## src/rtl/spsram_wb_arbiter.sv

```systemverilog
// spsram_wb_arbiter
// Two-port Wishbone-classic front end for a single-port SRAM macro. The
// instruction master (m0) and the data master (m1) are arbitrated round-robin,
// one transfer at a time. Each transfer takes IDLE -> ACCESS -> ACK, which gives
// one transfer every three cycles.
//
// Ports
//   clk, rstz          : clock and synchronous active-low reset
//   m0_wb_* / m1_wb_*  : Wishbone-classic slave ports (adr/dat/sel/we/stb/cyc in;
//                        dat_o/ack_o out). dat_o is a direct copy of mem_rdata.
//   mem_*              : SRAM port. It has a byte mask and a registered read
//                        with one cycle of latency.
module spsram_wb_arbiter #(
    parameter int unsigned AWIDTH = 32
) (
    input  logic              clk,
    input  logic              rstz,

    input  logic [AWIDTH-1:0] m0_wb_adr_i,
    input  logic [31:0]       m0_wb_dat_i,
    output logic [31:0]       m0_wb_dat_o,
    input  logic [3:0]        m0_wb_sel_i,
    input  logic              m0_wb_we_i,
    input  logic              m0_wb_stb_i,
    input  logic              m0_wb_cyc_i,
    output logic              m0_wb_ack_o,

    input  logic [AWIDTH-1:0] m1_wb_adr_i,
    input  logic [31:0]       m1_wb_dat_i,
    output logic [31:0]       m1_wb_dat_o,
    input  logic [3:0]        m1_wb_sel_i,
    input  logic              m1_wb_we_i,
    input  logic              m1_wb_stb_i,
    input  logic              m1_wb_cyc_i,
    output logic              m1_wb_ack_o,

    output logic [AWIDTH-1:0] mem_addr,
    output logic [31:0]       mem_wdata,
    input  logic [31:0]       mem_rdata,
    output logic              mem_en,
    output logic              mem_wr_en,
    output logic [3:0]        mem_mask
);

    localparam int unsigned DWIDTH = 32;
    localparam int unsigned SWIDTH = 4;

    typedef enum logic [1:0] {
        ST_IDLE   = 2'd0,
        ST_ACCESS = 2'd1,
        ST_ACK    = 2'd2
    } state_t;

    state_t state_q, state_d;
    logic   grant_q, grant_d;
    logic   last_q,  last_d;

    logic   req0_c, req1_c, req_g_c;

    // Request qualification per master, plus the request of the granted master.
    assign req0_c  = m0_wb_cyc_i & m0_wb_stb_i;
    assign req1_c  = m1_wb_cyc_i & m1_wb_stb_i;
    assign req_g_c = grant_q ? req1_c : req0_c;

    // The SRAM read data goes straight to both masters. It is only meaningful while that master's ack is high.
    assign m0_wb_dat_o = mem_rdata;
    assign m1_wb_dat_o = mem_rdata;

    // State, grant and round-robin history registers.
    always_ff @(posedge clk) begin
        if (!rstz) begin
            state_q <= ST_IDLE;
            grant_q <= 1'b0;
            last_q  <= 1'b1;    // m0 wins the first tie after reset
        end else begin
            state_q <= state_d;
            grant_q <= grant_d;
            last_q  <= last_d;
        end
    end

    // Next-state, arbitration and memory/ack output decode.
    always_comb begin
        state_d     = state_q;
        grant_d     = grant_q;
        last_d      = last_q;
        mem_en      = 1'b0;
        mem_wr_en   = 1'b0;
        mem_mask    = SWIDTH'(0);
        mem_addr    = AWIDTH'(0);
        mem_wdata   = DWIDTH'(0);
        m0_wb_ack_o = 1'b0;
        m1_wb_ack_o = 1'b0;

        unique case (state_q)
            ST_IDLE: begin
                if (req0_c && req1_c) begin
                    // On a tie, the master that was not granted last time wins.
                    grant_d = ~last_q;
                    last_d  = ~last_q;
                    state_d = ST_ACCESS;
                end else if (req0_c) begin
                    grant_d = 1'b0;
                    last_d  = 1'b0;
                    state_d = ST_ACCESS;
                end else if (req1_c) begin
                    grant_d = 1'b1;
                    last_d  = 1'b1;
                    state_d = ST_ACCESS;
                end
            end

            ST_ACCESS: begin
                // Memory port follows the granted master combinationally; a
                // dropped request here aborts the transfer without an ack.
                mem_en    = req_g_c;
                mem_wr_en = req_g_c & (grant_q ? m1_wb_we_i : m0_wb_we_i);
                mem_mask  = req_g_c ? (grant_q ? m1_wb_sel_i : m0_wb_sel_i) : SWIDTH'(0);
                mem_addr  = grant_q ? m1_wb_adr_i : m0_wb_adr_i;
                mem_wdata = grant_q ? m1_wb_dat_i : m0_wb_dat_i;
                state_d   = req_g_c ? ST_ACK : ST_IDLE;
            end

            ST_ACK: begin
                // No ack goes to a master that dropped its cycle. A write from that master was already committed.
                if (grant_q) begin
                    m1_wb_ack_o = req1_c;
                end else begin
                    m0_wb_ack_o = req0_c;
                end
                state_d = ST_IDLE;
            end

            default: begin
                state_d = ST_IDLE;
            end
        endcase
    end

endmodule

```

## config.mk

```make
export PLATFORM = sky130hd
export DESIGN_NAME = spsram_wb_arbiter
export DESIGN_NICKNAME = d
export VERILOG_FILES = /design/src/rtl/spsram_wb_arbiter.sv
export SDC_FILE = /design/constraint.sdc
export NUM_CORES = 1
export LEC_CHECK = 0
export BUFFER_PORTS_ARGS = -buffer_cell sky130_fd_sc_hd__buf_2
export CAP_MARGIN = 20
export CORE_AREA = 2 2 120 122
export CTS_BUF_LIST = sky130_fd_sc_hd__clkbuf_2 sky130_fd_sc_hd__clkbuf_4 sky130_fd_sc_hd__clkbuf_8
export DETAILED_ROUTE_END_ITERATION = 8
export DIE_AREA = 0 0 122 124
export GPL_TIMING_DRIVEN = 0
export HOLD_SLACK_MARGIN = 0.15
export PLACE_DENSITY_LB_ADDON = 0.3
export SYNTH_ARGS = -nofsm -noshare
export SYNTH_HDL_FRONTEND = slang
export SYNTH_SLANG_ARGS = --single-unit
```

## constraint.sdc

```tcl
create_clock -name clk -period 1.15 [get_ports clk]
set_input_delay 0.23 -clock clk [delete_from_list [all_inputs] [get_ports clk]]
set_output_delay 0.23 -clock clk [all_outputs]
set_load 0.02 [all_outputs]
```

==> results of run 1 <==
-- worst max-delay path by stage --
| stage | to | from | cells after the start | slack (ps) |
|---|---|---|---|---|
| detailed placement | mem_wdata[9] | state_q[1]$_SDFFE_PN0P_ | 5 | -500 |
| CTS | mem_wdata[18] | grant_q$_SDFFE_PN0P_ | 5 | -480 |
| floorplan | mem_addr[0] | state_q[1]$_SDFFE_PN0P_ | 4 | -120 |
| global route | mem_wdata[19] | grant_q$_SDFFE_PN0P_ | 5 | -510 |
| finish | mem_mask[0] | grant_q$_SDFFE_PN0P_ | 5 | -470 |
| global placement | mem_wdata[9] | state_q[1]$_SDFFE_PN0P_ | 5 | -470 |
-- what timing repair did --
| action | in CTS | in global routing |
|---|---|---|
| buffers inserted | 3 | 0 |
| cloned | 3 | 1 |
| setup endpoints to repair | 72 | 72 |
| resized for setup | 106 | 60 |
| pin swaps | 1 | 1 |
-- metrics by stage --
step	instance area [um2]	util [%]	power [mW]	hold WS, ps
global placement	3650	26.6	1.69	433
CTS	4180	30.5	2.25	221
global route	4430	32.3	2.49	252
detailed placement	3650	26.6	1.71	443
finish	4430	32.3	2.36	238
floorplan	2030	-	1.14	308
-- where the power goes --
part	internal (mW)	switching [mW]	leakage, nW
combinational	0.984	0.921	2.11
sequential	0.148	0.0109	0.0339
clock	0.223	0.0680	0.0216
-- Yosys cell counts, types with 4 or more instances --
| library cell | count | area (um2) |
|---|---|---|
| sky130_fd_sc_hd__nor2_1 | 70 | 263 |
| sky130_fd_sc_hd__buf_6 | 6 | 67.6 |
| sky130_fd_sc_hd__mux2i_1 | 69 | 691 |
| sky130_fd_sc_hd__buf_4 | 65 | 488 |
| sky130_fd_sc_hd__dfxtp_1 | 4 | 80.1 |
| sky130_fd_sc_hd__nand2_1 | 4 | 15.0 |
| sky130_fd_sc_hd__buf_2 | 7 | 35.0 |
-- layout make-up --
cell class,instances,area [um2],area share (%)
repair buffers,285,1770,39.9
well taps,180,225,5.09
plain buffers,79,722,16.3
flip-flops and latches,4,85.1,1.92
multi-input cells,156,1580,35.7
clock buffers,3,41.3,0.932
inverters,2,7.51,0.170
-- state kept, by name (all words and copies together) (netlist names) --
signal   cells
grant_q      1
state_q      2
last_q       1
-- metal layers --
metal,routed length (um),share of wire (%),global-route usage (%)
met5,10,0.11,0
met3,985,10,1.60
met2,4890,52,18.9
met1,3540,37,11.2
met4,28,0.30,1.08
-- cells in the final DEF, fill, tap and decap left out, types with 2 or more instances in the layout --
cell	n
sky130_fd_sc_hd__buf_2	235
sky130_fd_sc_hd__buf_4	71
sky130_fd_sc_hd__nor2_2	60
sky130_fd_sc_hd__buf_6	44
sky130_fd_sc_hd__mux2i_1	28
sky130_fd_sc_hd__mux2i_2	25
sky130_fd_sc_hd__mux2i_4	16
sky130_fd_sc_hd__buf_12	8
sky130_fd_sc_hd__nor2_4	5
sky130_fd_sc_hd__nor2_1	5
sky130_fd_sc_hd__nand2_1	4
sky130_fd_sc_hd__buf_8	3
sky130_fd_sc_hd__clkbuf_8	3
sky130_fd_sc_hd__buf_16	2
sky130_fd_sc_hd__dfxtp_1	2
-- logic make-up (layout without fill, tap and decap cells) --
kind of cell	after synthesis	count (layout)	share of synthesized area, %
and+or+nand+nor	82	82	19.1
buffers and inverters	81	369	34.8
muxes	69	69	39.2
AOI/OAI and AO/OA	5	5	2.41
DFF	4	4	4.54
==> results, run 1 <==
- Derived from the worst setup path, the maximum achievable clock frequency is 618 MHz.
- The clock skew is 1.94 ps.
- For the worst setup path, the data arrival time is 1390 ps.
- Setup violations remaining at the end of the flow were counted as 72.
- In the synthesized netlist the async set-or-reset flop fraction comes to 0%.
- The total of max-cap violations is 0.
- The final clock period utilization by the worst path is 141%.
- The worst hold path terminates at last_q$_SDFFE_PN1P_.
- At the worst endpoint, the required time is 920 ps.
- The chip height is 124 um.
- The cell area after synthesis is 0.00176 mm2.
- The H-tree depth reported by CTS is 1.
- In this run the mean area of a mapped cell was 7.32 um2.
- VDD sags by at most 0.213 mV.
- The starting density of the core is 12.8%.
- Summed over all failing endpoints, the final setup total negative slack is -28950 ps.
- Of the cells placed in the final design, the portion with a size suffix greater than 1 is 91.1%.
- The sort of element at the end of the critical path is an output pin.
- Relative to the synthesized area, the layout overhead comes to 151%.
- In the final routed layout, each cell accounts on average for 13.3 um.
- The endpoint of the worst register-to-register path is grant_q$_SDFFE_PN0P_.
- Row generation in the floorplan step produced 43 rows.
- Once routing completed, OpenROAD measured the worst setup slack at -468 ps.
- The post-synthesis register bit count is 4.
- Synthesis produced a netlist with a net count of 417.
- The final reports fail on setup timing.
- The final-stage net count is 707.
- The worst hold path begins at rstz.
- The source of the worst register-to-register timing path is state_q[0]$_SDFFE_PN0P_.
- Headroom to the max-slew limit came out at around four fifths.
- The first global-routing pass estimated 11700 um of wire.
- The count of warnings emitted by yosys is 0.
- The TritonCTS clock tree is built.
- The count of pins over their slew limit was 0.
- The clock-pin slew on the worst setup and hold paths is about 30 ps.
- The root buffer cell is sky130_fd_sc_hd__clkbuf_8.
- For this design the ratio of total power to cell area is 532 mW/mm2.
- After layout, the minimum clock period comes to approximately 1600 ps.
- In this run the remaining antenna-violating nets after routing total 0.
- The total placed cells including tap cells is 700.
- The number of global-route vias before repair was 2487.
- The CTS buffer count is 3.
- The residual DRC count is 0.
- After floorplanning, the core was sized to cover 0.0137 mm2.
- The critical path goes through buf_12 -> buf_12 -> mux2i_4 -> nor2_4 -> buf_6.
- The total routed wirelength is 9450 um.
- The worst-case setup slack after placement is -504 ps.
- The wire-length estimate of the detail-placed layout is 7560 um.
- For the pin with the worst max-slew slack, the measured transition is roughly 270 ps.
- The repair_antennas step left the layout with diodes totalling 0.
- The flow ran to the end, but the final reports show violations.
- The commonest register cell after synthesis is sky130_fd_sc_hd__dfxtp_1.
- The number of cells on the worst reg-to-reg path is 3.
- The cell count of the worst hold path is 2.
- The number of top-level design ports is about 310.
- The weighted congestion reported at the end of routability-driven placement is 0.698.
- The most frequent cell on the critical path is sky130_fd_sc_hd__buf_12.
- The cell family contributing the most delay on the critical path is buffers and inverters.
- The filler-free cell count of the finished design is 709.
- The highest cell delay on the worst timing path is 370 ps.
- The instance count of the mapped netlist is 241.
- The worst-skew pair later-pin latency is 220 ps.
- Clock tree synthesis found a total of 4 sinks.
- The count of buffers added on input and output ports is 279.
- For this block, the initial DRC count from the detailed router was 18.
- The count of TritonRoute iterations in the first routing pass is 4.
- The number of hold violations in the final report came to 0.
- The startpoint type of the worst setup path is a flop.
- The number of hold buffers added after CTS is 0.
- The category of the most critical setup path is reg -> out.
- Global routing used 9.64% of the available tracks.
- Summing over every cut layer, the via total after detailed routing is 2684.
- The deepest clock path buffer count is 2.
- The number of flops mapped to enable cells by yosys is 0.
- The filler cells instantiated in the layout total 1449.
- The ratio of routed vias to standard cells is 3.79.
- Setup slack on the worst reg-to-reg path comes out at 60 ps.
- Entering global routing, the biggest net connects 11 pins.
- The maximum fanout along the worst path is 10.
- From left edge to right edge, the die measures 122 um.
- Setup repair after global routing could not meet its margin everywhere.
- The master of the slowest instance on the critical path is sky130_fd_sc_hd__dfxtp_4.
- The number of buffers and inverters on the critical path is 3.
- The initial antenna violation count is 1.
- The floorplan step defined a die boundary enclosing 0.0151 mm2.
- The leakage power summed over all cells is 2.17 nW.
- The total congestion overflow after global routing is 0.
- The post-synthesis sequential area ratio is 4.54%.
- The type of the most critical hold path is in -> reg.
- In this run, distinct cell masters in the synthesized netlist total 23.
No activity file was read; power rests on OpenSTA's default activity.
==> run 2, diff against run 1 <==
--- a/config.mk
+++ b/config.mk
@@ -5,12 +5,13 @@
 export SDC_FILE = /design/constraint.sdc
 export NUM_CORES = 1
 export LEC_CHECK = 0
+export ABC_AREA = 1
 export BUFFER_PORTS_ARGS = -buffer_cell sky130_fd_sc_hd__buf_2
 export CAP_MARGIN = 20
-export CORE_AREA = 2 2 120 122
+export CORE_AREA = 2 2 122 124
 export CTS_BUF_LIST = sky130_fd_sc_hd__clkbuf_2 sky130_fd_sc_hd__clkbuf_4 sky130_fd_sc_hd__clkbuf_8
 export DETAILED_ROUTE_END_ITERATION = 8
-export DIE_AREA = 0 0 122 124
+export DIE_AREA = 0 0 124 126
 export GPL_TIMING_DRIVEN = 0
 export HOLD_SLACK_MARGIN = 0.15
 export PLACE_DENSITY_LB_ADDON = 0.3
==> results, run 2 <==
- Clock latency on the worst-skew pair, taken at its later pin, is roughly 220 ps.
- The count of clock tree sinks is 4.
- The worst hold path startpoint is rstz.
- Once layout is complete, the utilization of the core stands at 36.0%.
- The post-synthesis sequential area ratio is 4.67%.
- 312 I/O pins were placed.
- The area added between synthesis and finish is 201%.
- The worst slew margin relative to its limit is 82.9%.
- The H-tree depth reported by CTS is 1.
- The TritonCTS clock tree is built.
- After floorplanning, the core was sized to cover about 0.014 mm2.
- Power comes to 2.57 mW.
- The maximum resistive drop on vdd is 0.413 mV.
- The register with the most flip-flops in the final layout is state_q.
- The sort of element at the end of the critical path is an output pin.
- The total routed wirelength is 10500 um.
- The number of global-route vias before repair is between 2000 and 3000.
- The minimum setup slack in the final design is -414 ps.
- For this run, the number of Yosys warnings is 0.
- Setup repair after global routing could not meet its margin everywhere.
- Hold timing on the final database bottoms out at a slack of roughly 220 ps.
- The final-stage net count is about 800.
- The routed design could run at a clock period as short as 1560 ps.
- The count of pins over their slew limit came to 0.
- The wire length per cell is around 13 um.
- For this block, the initial DRC count from the detailed router was between 40 and 50.
- In this run the power density over the cells is 498 mW/mm2.
- The count of final setup violators is 72.
- The final reports fail on setup timing.
- The run finished, with violations left.
- The ratio of routed vias to standard cells is ~3.8.
- The commonest cells after synthesis are sky130_fd_sc_hd__nand2_1, sky130_fd_sc_hd__buf_4, sky130_fd_sc_hd__a21oi_1.
- The maximum fanout along the worst path is 7.
- For the pin with the worst max-slew slack, the measured transition is 250 ps.
- The number of hold violations in the final report is 0.
- The flip-flop count of the largest register, all copies and words added is 2.
- In the layout the commonest cells are sky130_fd_sc_hd__buf_2, sky130_fd_sc_hd__nand2_1, sky130_fd_sc_hd__buf_4.
- The total congestion overflow after global routing is 0.
- The number of flops mapped to enable cells by yosys is 0.
- The number of distinct library cells after synthesis is 16.
- The clock passes through at most 2 buffers.
- The number of nets handed over by synthesis was 492.
- The root buffer cell is sky130_fd_sc_hd__clkbuf_8.
- The leakage power summed over all cells is roughly 2.5 nW.
- The synthesized area divided by synthesized cell count is 5.42 um2.
- The synthesized design contains 4 register bits.
- The number of vias after detailed routing is 3063.
- The worst setup path is launched from a flop.
- The instance count of the mapped netlist is 316.
- The die covers 0.0156 mm2.
- The initialized floorplan defines 44 standard-cell rows.
- The floorplan step set the die width to 124 um.
- The share of the synthesized area in the top cell type is 31.1%.
- The most common cell after layout, fill and taps aside is sky130_fd_sc_hd__buf_2.
- Across every metal layer, demand over resource in global routing totals 11.4%.
- In this run the worst hold path is classified as in -> reg.
- The initial antenna violation count is 0.
- The share of flip-flops with an asynchronous set or reset after synthesis is 0%.
- The clock-pin slew on the worst setup and hold paths is 30 ps.
- The beginning of the critical path is grant_q$_SDFFE_PN0P_.
- The source of the worst register-to-register timing path is grant_q$_SDFFE_PN0P_.
- The final clock period utilization by the worst path is 136%.
- The initial utilization of the core area, before any placement, comes to 12.0%.
- The largest registers in the layout are state_q (2), grant_q (1), last_q (1).
- The CTS buffer count is 3.
- The worst setup path is of the reg -> out kind.
- The wire length of the first global-routing pass is 14200 um.
- After synthesis, the cell types taking the most area are sky130_fd_sc_hd__buf_4, sky130_fd_sc_hd__nand2_1, sky130_fd_sc_hd__a21oi_1.
- Entering global routing, the biggest net connects 11 pins.
- The count of TritonRoute iterations in the first routing pass is 3.
- The count of antenna diodes in the layout is 0.
- Derived from the worst setup path, the maximum achievable clock frequency is between 600 and 700 MHz.
- In this run the vertical extent of the chip is 126 um.
- The worst path arrival time is 1330 ps.
- Routability-driven placement finished with a final weighted congestion of 0.745.
- The share of final-layout standard cells stronger than drive strength 1 is 81.7%.
- The residual DRC count is 0.
- The number of hold buffers added after CTS is 0.
- The clock skew is 1.39 ps.
- The wire-length estimate of the detail-placed layout is 8400 um.
- During placement, the flow inserted port buffers numbering 279.
- In this run the remaining antenna-violating nets after routing total 0.
- The most numerous cell in the Yosys netlist is sky130_fd_sc_hd__nand2_1.
- The commonest register cell after synthesis is sky130_fd_sc_hd__dfxtp_1.
- At the worst endpoint, the required time is a little over 900 ps.
- Summed over all instances, the cell type with the most area after synthesis is sky130_fd_sc_hd__buf_4.
- The mapped netlist covers ~0.0017 mm2.
- The number of inserted filler cells in the final layout is approximately 1500.
- The total of max-cap violations is 0.
[run 2: report_power, final]
group / total (mW) / switching [mW] / leakage, nW / internal [mW]
clock: 0.304 / 0.0799 / 0.0216 / 0.224
combinational: 2.10 / 1.09 / 2.46 / 1.02
sequential: 0.159 / 0.0113 / 0.0347 / 0.147
[run 2: routing by layer]
metal | routed length (um) | track usage [%] | vias to the layer above
li1 | - | - | 1535
met1 | 3710 | 12.8 | 1372
met2 | 5730 | 22.5 | 152
met3 | 999 | 2.17 | 4
met4 | 25 | 0.991 | 0
met5 | 0 | 0 | -
[run 2: final timing paths]
kind,to,slack (ps),depth (start not counted)
max,mem_mask[1],-410,5
min,last_q$_SDFFE_PN1P_,220,2
max reg2reg,state_q[1]$_SDFFE_PN0P_,120,4
min reg2reg,last_q$_SDFFE_PN1P_,460,2
[run 2: critical path: stages, from the launching register on]
cell and delay (ps):
sky130_fd_sc_hd__dfxtp_4 370, sky130_fd_sc_hd__clkbuf_16 190, sky130_fd_sc_hd__o21ai_4 160, sky130_fd_sc_hd__nand2_4 140, sky130_fd_sc_hd__nor2_4 130, sky130_fd_sc_hd__buf_6 120
[run 2: cell families after synthesis]
group                  Yosys count  synth area share (%)
AND/OR/NAND/NOR                150                  33.4
buffers and inverters           91                  39.7
AO/OA/AOI/OAI                   66                  19.3
multiplexers                     5                  2.92
flip-flops                       4                  4.67
[run 2: repair_timing]
| action | 4_1_cts | 5_1_grt |
|---|---|---|
| endpoints found under the setup margin | 72 | 72 |
| cloned | 1 | 7 |
| gates resized for setup | 76 | 130 |
| pin swaps | 2 | 7 |
| setup buffers | 1 | 5 |
[run 2: layout make-up]
cell class	count	area (um2)	share of cell area [%]
buffer	85	838	16.3
clock buffer	3	41.3	0.801
inverter	6	30.0	0.583
multi-input combinational	221	1920	37.2
sequential	4	88.8	1.72
tap	184	230	4.47
timing repair buffer	293	2010	39.0
[run 2: metrics by stage]
| stage | setup slack, ps | TNS (ps) | cell area [um2] | instances |
|---|---|---|---|---|
| floorplan | -61.6 | -2500 | 2600 | 316 |
| global placement | -418 | -22300 | 4230 | 779 |
| detailed placement | -390 | -21670 | 4230 | 779 |
| CTS | -436 | -29020 | 4530 | 784 |
| global route | -454 | -30060 | 5150 | 796 |
| finish | -414 | -26170 | 5150 | 796 |
